File: config.mk
export PLATFORM = sky130hd
export DESIGN_NAME = mcycle_control
export DESIGN_NICKNAME = d
export VERILOG_FILES = /design/src/rtl/isa_pkg.sv /design/src/rtl/mem_wait_timer.sv /design/src/rtl/mcycle_control.sv
export SDC_FILE = /design/constraint.sdc
export NUM_CORES = 1
export LEC_CHECK = 0
export ABC_AREA = 1
export CAP_MARGIN = 20
export CORE_MARGIN = 2
export CORE_UTILIZATION = 42
export CTS_CLUSTER_SIZE = 14
export DETAILED_ROUTE_END_ITERATION = 6
export MAX_ROUTING_LAYER = met4
export PLACE_DENSITY = 0.88
export SETUP_SLACK_MARGIN = 0.2
export SLEW_MARGIN = 30
export SYNTH_ARGS = -nofsm -noshare
export SYNTH_HDL_FRONTEND = slang
export SYNTH_SLANG_ARGS = --single-unit
File: constraint.sdc
create_clock -name clk -period 1.4 [get_ports clk]
set_input_delay 0.14 -clock clk [delete_from_list [all_inputs] [get_ports clk]]
set_output_delay 0.14 -clock clk [all_outputs]
set_load 0.02 [all_outputs]
File: src/rtl/isa_pkg.sv
// Shared ISA definitions for the multi-cycle controller: state encodings,
// opcode/opext constants, PC source codes and instruction-class helpers.
package isa_pkg;

   typedef enum logic [2:0] {
      ST_FETCH  = 3'd0,
      ST_DECODE = 3'd1,
      ST_EXEC   = 3'd2,
      ST_MEMRD  = 3'd3,
      ST_MEMWR  = 3'd4,
      ST_WB     = 3'd5,
      ST_HALT   = 3'd6
   } state_e;

   localparam logic [3:0] OP_RTYPE = 4'b0000;
   localparam logic [3:0] OP_MEMJ  = 4'b0100;
   localparam logic [3:0] OP_ALT   = 4'b1000;
   localparam logic [3:0] OP_CMPI  = 4'b1011;
   localparam logic [3:0] OP_BCOND = 4'b1100;

   localparam logic [3:0] EXT_LOAD    = 4'b0000;
   localparam logic [3:0] EXT_STOR    = 4'b0100;
   localparam logic [3:0] EXT_JCOND   = 4'b1100;
   localparam logic [3:0] EXT_CMP     = 4'b1011;
   localparam logic [3:0] EXT_ALT_REG = 4'b0100;

   localparam logic [1:0] PC_SRC_INC = 2'b00;
   localparam logic [1:0] PC_SRC_REL = 2'b01;
   localparam logic [1:0] PC_SRC_REG = 2'b10;

   // Opcode 0100 is only legal for its three memory/jump sub-operations.
   function automatic logic op_legal(input logic [3:0] op, input logic [3:0] ext);
      logic ok;
      ok = 1'b0;
      case (op)
         4'b0000, 4'b0001, 4'b0010, 4'b0011, 4'b0101, 4'b1001,
         4'b1011, 4'b1101, 4'b1000, 4'b1111, 4'b1100: ok = 1'b1;
         OP_MEMJ: ok = (ext == EXT_LOAD) || (ext == EXT_STOR) || (ext == EXT_JCOND);
         default: ok = 1'b0;
      endcase
      return ok;
   endfunction

   function automatic logic uses_imm(input logic [3:0] op, input logic [3:0] ext);
      return !((op == OP_RTYPE) || ((op == OP_ALT) && (ext == EXT_ALT_REG)));
   endfunction

   // Compares only update flags, so they never write the register file.
   function automatic logic wb_writes_reg(input logic [3:0] op, input logic [3:0] ext);
      return !((op == OP_CMPI) || ((op == OP_RTYPE) && (ext == EXT_CMP)));
   endfunction

endpackage

File: src/rtl/mem_wait_timer.sv
// Saturating wait counter for memory handshakes; flags when the count has
// reached the configured limit.
module mem_wait_timer #(
   parameter int WAIT_MAX = 15
) (
   input  logic       clk,
   input  logic       reset,
   input  logic       clear_i,
   input  logic       count_en_i,
   output logic       expired_o
);

   localparam logic [3:0] LIMIT = 4'(WAIT_MAX);

   logic [3:0] cnt_q;
   logic [3:0] cnt_d;

   always_comb begin
      cnt_d = cnt_q;
      if (clear_i) begin
         cnt_d = 4'd0;
      end else if (count_en_i && (cnt_q != LIMIT)) begin
         cnt_d = cnt_q + 4'd1;
      end
   end

   always_ff @(posedge clk or negedge reset) begin
      if (!reset) begin
         cnt_q <= 4'd0;
      end else begin
         cnt_q <= cnt_d;
      end
   end

   assign expired_o = (cnt_q == LIMIT);

endmodule

File: src/rtl/mcycle_control.sv
// Multi-cycle instruction controller: fetch/decode/execute sequencing,
// memory handshakes with timeout, and datapath strobe generation.
module mcycle_control
   import isa_pkg::*;
#(
   parameter int WAIT_MAX = 15
) (
   input  logic        clk,
   input  logic        reset,
   input  logic [15:0] mem_rdata,
   input  logic        mem_ready,
   input  logic        cond_true,
   output logic [3:0]  opcode,
   output logic [3:0]  opext,
   output logic [3:0]  rdest,
   output logic [3:0]  rsrc,
   output logic [7:0]  imm,
   output logic        mem_req,
   output logic        mem_we,
   output logic        addr_sel,
   output logic        pc_en,
   output logic [1:0]  pc_src,
   output logic        regwrite,
   output logic        alusrc_imm,
   output logic        memtoreg,
   output logic        fault,
   output logic [2:0]  state_dbg
);

   state_e      state_q;
   logic [15:0] ir_q;
   logic        fault_q;

   logic in_wait;
   logic handshake;
   logic timeout;
   logic wait_expired;

   assign opcode    = ir_q[15:12];
   assign rdest     = ir_q[11:8];
   assign opext     = ir_q[7:4];
   assign rsrc      = ir_q[3:0];
   assign imm       = ir_q[7:0];
   assign fault     = fault_q;
   assign state_dbg = state_q;

   assign in_wait   = (state_q == ST_FETCH) || (state_q == ST_MEMRD) || (state_q == ST_MEMWR);
   assign handshake = in_wait && mem_ready;
   // A ready in the same cycle the limit is reached wins over the timeout.
   assign timeout   = in_wait && !mem_ready && wait_expired;

   // Counter is held at zero outside the wait states, so every entry starts fresh.
   mem_wait_timer #(
      .WAIT_MAX (WAIT_MAX)
   ) u_wait (
      .clk        (clk),
      .reset      (reset),
      .clear_i    (!in_wait || mem_ready),
      .count_en_i (in_wait && !mem_ready),
      .expired_o  (wait_expired)
   );

   always_ff @(posedge clk or negedge reset) begin
      if (!reset) begin
         state_q <= ST_FETCH;
         ir_q    <= 16'h0000;
         fault_q <= 1'b0;
      end else begin
         case (state_q)
            ST_FETCH: begin
               if (handshake) begin
                  ir_q    <= mem_rdata;
                  state_q <= ST_DECODE;
               end else if (timeout) begin
                  fault_q <= 1'b1;
                  state_q <= ST_HALT;
               end
            end
            ST_DECODE: begin
               if (op_legal(opcode, opext)) begin
                  state_q <= ST_EXEC;
               end else begin
                  fault_q <= 1'b1;
                  state_q <= ST_HALT;
               end
            end
            ST_EXEC: begin
               if (opcode == OP_MEMJ) begin
                  if (opext == EXT_LOAD) begin
                     state_q <= ST_MEMRD;
                  end else if (opext == EXT_STOR) begin
                     state_q <= ST_MEMWR;
                  end else begin
                     state_q <= ST_FETCH;
                  end
               end else if (opcode == OP_BCOND) begin
                  state_q <= ST_FETCH;
               end else begin
                  state_q <= ST_WB;
               end
            end
            ST_MEMRD, ST_MEMWR: begin
               if (handshake) begin
                  state_q <= ST_FETCH;
               end else if (timeout) begin
                  fault_q <= 1'b1;
                  state_q <= ST_HALT;
               end
            end
            ST_WB:   state_q <= ST_FETCH;
            ST_HALT: state_q <= ST_HALT;
            default: begin
               fault_q <= 1'b1;
               state_q <= ST_HALT;
            end
         endcase
      end
   end

   always_comb begin
      mem_req    = 1'b0;
      mem_we     = 1'b0;
      addr_sel   = 1'b0;
      pc_en      = 1'b0;
      pc_src     = PC_SRC_INC;
      regwrite   = 1'b0;
      alusrc_imm = 1'b0;
      memtoreg   = 1'b0;
      case (state_q)
         ST_FETCH: begin
            mem_req = 1'b1;
            pc_en   = mem_ready;
         end
         ST_EXEC: begin
            alusrc_imm = uses_imm(opcode, opext);
            if (opcode == OP_BCOND) begin
               pc_src = PC_SRC_REL;
               pc_en  = cond_true;
            end else if ((opcode == OP_MEMJ) && (opext == EXT_JCOND)) begin
               pc_src = PC_SRC_REG;
               pc_en  = cond_true;
            end
         end
         ST_MEMRD: begin
            mem_req  = 1'b1;
            addr_sel = 1'b1;
            regwrite = mem_ready;
            memtoreg = mem_ready;
         end
         ST_MEMWR: begin
            mem_req  = 1'b1;
            mem_we   = 1'b1;
            addr_sel = 1'b1;
         end
         ST_WB: regwrite = wb_writes_reg(opcode, opext);
         default: ;
      endcase
      // Strobes must be quiet for the whole time reset is held, not just after the edge.
      if (!reset) begin
         mem_req  = 1'b0;
         mem_we   = 1'b0;
         pc_en    = 1'b0;
         regwrite = 1'b0;
         memtoreg = 1'b0;
      end
   end

endmodule

==> impl_metrics.json, run 1 <==
{
  "status": "did not finish",
  "lastStage": "5_1_grt",
  "tool.error": "[ERROR DPL-0038] Utilization greater than 100%, impossible to legalize",
  "num_rows": 20,
  "synth_nets": 209,
  "grt_max_degree": 33,
  "cts.sinks": 24,
  "clockRootBuffer": "clkbuf_4",
  "synth_cells": 188,
  "start_util_pct": 44.52,
  "synth_top_area_share_pct": 43.48,
  "synthDistinctLibCells": 21,
  "placed_cells": 321,
  "cts_buffer_depth": 2,
  "worst_endpoint": "pc_en",
  "io_buffers": 56,
  "worst-ep-kind": "primary output",
  "syn_area_um2": 1381,
  "fp.dieW_um": 61.35,
  "synthTopCellsByArea": "dfrtp_1 43%, nand2_1 11%, inv_1 7.3%",
  "hold_buffers": 0,
  "syn_area_per_cell_um2": 7.347,
  "numCtsBuffers": 3,
  "fp.dieH_um": 61.35,
  "synth_seq_cells": 24,
  "boundaryPins": 57,
  "synth-seq-area-share_pct": 43.48,
  "cts_max_level": 1,
  "yosysTopAreaCell": "dfrtp_1",
  "synth_warnings": 0,
  "place_congestion": 0.8535,
  "dp_hpwl_um": 3081
}
[through the flow]
step	setup slack [ps]	hold slack (ps)	area (µm²)	utilization [%]
after floorplan	77.40	-155.6	1428	-
after global placement	-433.2	456.6	2300	74.11
after detailed placement	-481.5	456.8	2300	74.11
after CTS	-232.8	334.3	2670	86.05
[cell families after synthesis]
logic type               Yosys count  synth area share, %
flip-flops                        24                43.48
AND/OR/NAND/NOR                   92                29.44
adder cells (fa/ha/maj)            1               0.9057
buffers and inverters             43                14.49
AO/OA/AOI/OAI                     26                10.42
XOR/XNOR                           2                1.268
[what timing repair did]
action / in CTS
pin swaps: 16
setup buffers: 18
gates cloned: 0
setup endpoints to repair: 61
resized for setup: 208
[cell usage after synthesis, drive strengths merged]
| library cell | number |
|---|---|
| buf | 11 |
| o211ai | 1 |
| and2 | 1 |
| nand2 | 44 |
| nor2 | 26 |
| inv | 32 |
| nor3 | 5 |
| nand4 | 4 |
| ha | 1 |
| nand3 | 12 |
| a21oi | 10 |
| dfrtp | 24 |
| o21ai | 15 |
| xor2 | 2 |
==> inputs of run 2 (changes only) <==
Settings changed: CORE_UTILIZATION 42 to 32, CTS_CLUSTER_SIZE 14 to default, MAX_ROUTING_LAYER met4 to default, PLACE_DENSITY 0.88 to default, PLACE_DENSITY_LB_ADDON from default to 0.15, SETUP_SLACK_MARGIN 0.2 to default.
==> run 2 against run 1 <==
Net effect: the flow now finishes, with violations (setup timing); synthesized cell count is the same; synthesized area is the same.
==> impl_metrics.json, run 2 <==
{
  "crit_family": "flip-flops",
  "violations": "setup timing",
  "synth_cells": 188,
  "grt_pass1_wl_um": 6272,
  "cp-end-kind": "output pin",
  "core-area_um2": 4086,
  "synthArstFlopShare_pct": 100.0,
  "rsz0062_at_grt": "true",
  "clock.fmax_ghz": 0.6320,
  "final_cells": 340,
  "finalSetupViolations": 8,
  "cts_max_level": 1,
  "synth-main-ff-cell": "dfrtp_1",
  "slowest_delay_ps": 410,
  "met1_usage_pct": 19.53,
  "numCtsBuffers": 3,
  "endpoint": "regwrite",
  "worstReg2RegStart": "state_dbg[0]",
  "grt_max_degree": 33,
  "io_buffers": 56,
  "layout.nets": 312,
  "synth_nets": 209,
  "final_layout_size_suffix_gt1_share_pct": 37.93,
  "yosysTopAreaCell": "dfrtp_1",
  "drc": 0,
  "synth_edf_count": 0,
  "top_register": "ir_q",
  "drt_first_pass_iters": 4,
  "rrSetupSlack_ps": 10,
  "cp.required_ps": 1260,
  "setup_ws_ps": -182.2,
  "grt_usage_pct": 15.54,
  "crit_fanout": 3,
  "synth_warnings": 0,
  "crit_type": "reg2out",
  "vias_per_cell": 4.374,
  "syn_to_final_growth_pct": 80.34,
  "drt_iter0_drc": 41,
  "met2_usage_pct": 27.46,
  "grt-ovfl-total": 0,
  "syn_area_um2": 1381,
  "clockRootBuffer": "clkbuf_8",
  "use_met3_pct": 3.779,
  "fin_crit_ps": 1582,
  "cap_violations": 0,
  "clk_pin_slew_ps": 80,
  "antenna_cells": 0,
  "synthTopCellsByCount": "41 x nand2_1, 27 x inv_1, 26 x nor2_1",
  "critPathBufInv": 4,
  "mostFrequentLayoutCell": "buf_4",
  "cp-startpoint": "state_dbg[0]",
  "rr_worst_depth": 10,
  "mostFrequentLayoutCells": "51 x buf_4, 32 x nand2_1, 22 x dfrtp_1",
  "drt-total-wl_um": 3662,
  "fp.dieH_um": 69.70,
  "tightest_slew_ps": 242.3,
  "wl_per_cell_um": 10.77,
  "synth_top_area_share_pct": 43.48,
  "synth_seq_cells": 24,
  "crit_path_top_delay_cell": "dfrtp_1",
  "vias": 1487,
  "relSlewSlack_pct": 83.82,
  "final_max_slew_viol_count": 0,
  "boundaryPins": 57,
  "num_rows": 23,
  "worstSetupPathDepth": 8,
  "fp.dieW_um": 69.70,
  "placed_cells": 328,
  "syn_area_per_cell_um2": 7.347,
  "fillers": 389,
  "cts.sinks": 24,
  "grt-busiest-layer": "met2",
  "hold_buffers": 0,
  "die_area_um2": 4858,
  "fin_crit_sh_pct": 113.0,
  "synth-seq-area-share_pct": 43.48,
  "p_per_area_nw_per_um2": 498.8,
  "place_congestion": 0.7905,
  "clk_latency_ps": 260,
  "cts_tree": "yes",
  "cp.arrival_ps": 1440,
  "cts_buffer_depth": 2,
  "largest_reg_flops": 16,
  "dp_hpwl_um": 2844,
  "start_util_pct": 33.80,
  "synthMostInstantiatedCell": "nand2_1",
  "synthDistinctLibCells": 21,
  "status": "finished, violations left",
  "skew_ps": 2.828,
  "hold_path.class": "in2async",
  "ir_worst_vdd_v": 0.0005762,
  "path_cells": "buf_6, nand2_2, nor2_2, inv_2, nor3_4, inv_1, nand2_2, buf_6",
  "grt_pass1_vias": 1428,
  "p_leak_uw": 0.001302,
  "antenna_left": 0,
  "utilization_pct": 60.96,
  "synthTopCellsByArea": "dfrtp_1 43%, nand2_1 11%, inv_1 7.3%",
  "antenna_found_initial": 0,
  "hold_violations": 0,
  "cp-start-kind": "flip-flop",
  "r2r_end": "state_dbg[0]"
}
[run 2: cell counts after synthesis]
No cell type changed its count.
[run 2: how the worst min path moves through the flow]
stage	to	slack (ps)
after global routing	fault	280
final	fault	260
after global placement	fault	450
after floorplan	fault	-160
after detailed placement	fault	450
after CTS	fault	270
[run 2: per-layer routing]
layer	share of wire (%)	routed length, µm
met4	0.22	8
met3	4.3	157
met5	0	0
met2	53	1950
met1	42	1547
[run 2: cell families after synthesis]
kind of cell    synth area share [%]
simple gates                   29.44
buf+inv                        14.49
compound gates                 10.42
flops                          43.48
xor+xnor                       1.268
fa+ha+maj                     0.9057
[run 2: area by class of cell]
| class | instances | area, µm² | area share (%) |
|---|---|---|---|
| multi-input cells | 121 | 694.4 | 27.88 |
| repair buffers | 109 | 955.9 | 38.37 |
| well taps | 50 | 62.56 | 2.511 |
| inverters | 32 | 120.1 | 4.822 |
| clock buffers | 4 | 55.05 | 2.210 |
| flip-flops and latches | 24 | 603.1 | 24.21 |
[run 2: report_power, final]
part | leakage, µW | internal (µW) | switching [µW]
Combinational | 0.000990 | 55.5 | 34.2
Sequential | 0.000283 | 692 | 0
Clock | 0.0000288 | 251 | 210
[run 2: per-stage QoR]
step / area (µm²) / total power, µW / setup TNS, ps / worst slack, ps / hold slack (ps)
2_1_floorplan: 1398 / 717.3 / -43.63 / -43.63 / -155.6
3_3_place_gp: 2278 / 795.7 / -3140 / -520.5 / 447.7
3_5_place_dp: 2278 / 796.3 / -3060 / -515.9 / 449.0
4_1_cts: 2356 / 1261 / -869.1 / -179.8 / 273.3
5_1_grt: 2491 / 1296 / -1630 / -269.0 / 281.4
6_report: 2491 / 1243 / -701.5 / -182.2 / 263.9
[run 2: timing repair]
item,4_1_cts,5_1_grt
buffers inserted,6,5
setup endpoints to repair,32,28
pin swaps,2,13
gates resized for setup,78,44
Note: power is estimated with default switching activity, not from simulation.
==> inputs of run 3 (changes only) <==
Settings changed: MAX_ROUTING_LAYER from default to met4.
==> run 3 against run 2 <==
Net effect: the run still ends with setup timing left; power unchanged; utilization unchanged; sequential share of layout area unchanged; flip-flop and latch count unchanged; clock skew about the same; die area unchanged; via count unchanged; combinational power about the same; first-iteration DRC count unchanged; highest routed layer unchanged.
==> impl_metrics.json, run 3 (synthesized netlist as in run 2, its figures left out) <==
{
  "crit_fanout": 3,
  "skew_ps": 2.815,
  "rsz0062_at_grt": "true",
  "final_max_slew_viol_count": 0,
  "p_leak_uw": 0.001302,
  "layout.nets": 312,
  "place_congestion": 0.8017,
  "cts_tree": "yes",
  "numCtsBuffers": 3,
  "finalSetupViolations": 8,
  "start_util_pct": 33.80,
  "fillers": 389,
  "grt_usage_pct": 15.98,
  "holdWs_ps": 263.9,
  "boundaryPins": 57,
  "mostFrequentLayoutCells": "51 x buf_4, 32 x nand2_1, 22 x dfrtp_1",
  "status": "finished, violations left",
  "drt_iter0_drc": 41,
  "antenna_cells": 0,
  "relSlewSlack_pct": 83.92,
  "hold_buffers": 0,
  "final_cells": 340,
  "drt_first_pass_iters": 4,
  "hold_path.class": "in2async",
  "top_register": "ir_q",
  "postPlaceCellArea_um2": 2278,
  "final_layout_size_suffix_gt1_share_pct": 37.93,
  "vias_per_cell": 4.374,
  "ir_worst_vdd_v": 0.0005762,
  "p_per_area_nw_per_um2": 498.8,
  "drc": 0,
  "mostFrequentLayoutCell": "buf_4",
  "clk_pin_slew_ps": 80,
  "cp-end-kind": "output pin",
  "fin_crit_sh_pct": 113.0,
  "drt-total-wl_um": 3662,
  "fp.dieW_um": 69.70,
  "wl_per_cell_um": 10.77,
  "hold_violations": 0,
  "antenna_left": 0,
  "die_area_um2": 4858,
  "grt_max_degree": 33,
  "cp-start-kind": "flip-flop",
  "clock.fmax_ghz": 0.6320,
  "syn_to_final_growth_pct": 80.34,
  "clk_latency_ps": 260,
  "cts_buffer_depth": 2,
  "design_area_um2": 2491,
  "io_buffers": 56,
  "violations": "setup timing",
  "fin_crit_ps": 1582,
  "clockRootBuffer": "clkbuf_8",
  "cp.arrival_ps": 1440,
  "slowest_delay_ps": 410,
  "cap_violations": 0,
  "largest_reg_flops": 16,
  "grt-ovfl-total": 0,
  "dp_hpwl_um": 2844,
  "num_rows": 23,
  "vias": 1487,
  "antenna_found_initial": 0,
  "path_cells": "buf_6, nand2_2, nor2_2, inv_2, nor3_4, inv_1, nand2_2, buf_6",
  "cts.sinks": 24,
  "tightest_slew_ps": 240.8,
  "cp.required_ps": 1260,
  "core-area_um2": 4086,
  "fp.dieH_um": 69.70,
  "crit_path_top_delay_cell": "dfrtp_1",
  "grt_pass1_vias": 1428,
  "finalPower_uw": 1243,
  "cts_max_level": 1,
  "pre_cts_ws_ps": -515.9,
  "placed_cells": 328,
  "crit_type": "reg2out",
  "setup_ws_ps": -182.2,
  "grt_pass1_wl_um": 6272
}
[run 3: cell counts in the layout (fill, tap and decap cells not counted)]
Identical to the previous run, type by type.
[run 3: final timing paths]
path,startpoint,end,slack (ps),cells past startpoint
hold / removal,reset,fault,260,2
min in group clk,mem_rdata[8],ir_q[8],410,3
setup reg to reg,state_dbg[0],state_dbg[0],10,10
hold reg to reg,fault,fault,460,2
setup / recovery,state_dbg[0],regwrite,-180,8
max in group asynchronous,reset,ir_q[14],860,2
[run 3: layout make-up]
cell class	instances	area, µm²	share of cell area, %
tap	50	62.56	2.511
multi-input combinational	121	694.4	27.88
sequential	24	603.1	24.21
clock buffer	4	55.05	2.210
inverter	32	120.1	4.822
timing repair buffer	109	955.9	38.37
[run 3: power by group]
part           internal (µW)  switching (µW)
registers                692               0
logic                   55.5            34.3
clock network            251             210
[run 3: critical path: cells and delay by family (launching register included)]
family / cells / cell delay (ps)
flops: 1 / 410
buf+inv: 4 / 350
simple gates: 4 / 410
[run 3: per-layer routing]
| metal | up-vias | wire length [µm] | track usage, % |
|---|---|---|---|
| met4 | 0 | 8 | 2.564 |
| met1 | 672 | 1571 | 19.98 |
| met5 | - | 0 | - |
| met2 | 26 | 1950 | 27.46 |
| li1 | 787 | - | - |
| met3 | 2 | 131 | 3.052 |
[run 3: stage by stage]
step | TNS (ps) | utilization, %
finish | -701.4 | 60.96
global route | -1630 | 60.96
CTS | -869.1 | 57.65
detailed placement | -3060 | 55.76
global placement | -3140 | 55.76
floorplan | -43.63 | -
[run 3: what timing repair did]
item / CTS / global route
setup buffers: 6 / 5
pin swaps: 2 / 13
resized for setup: 78 / 44
cloned: 0 / 0
endpoints found under the setup margin: 32 / 28
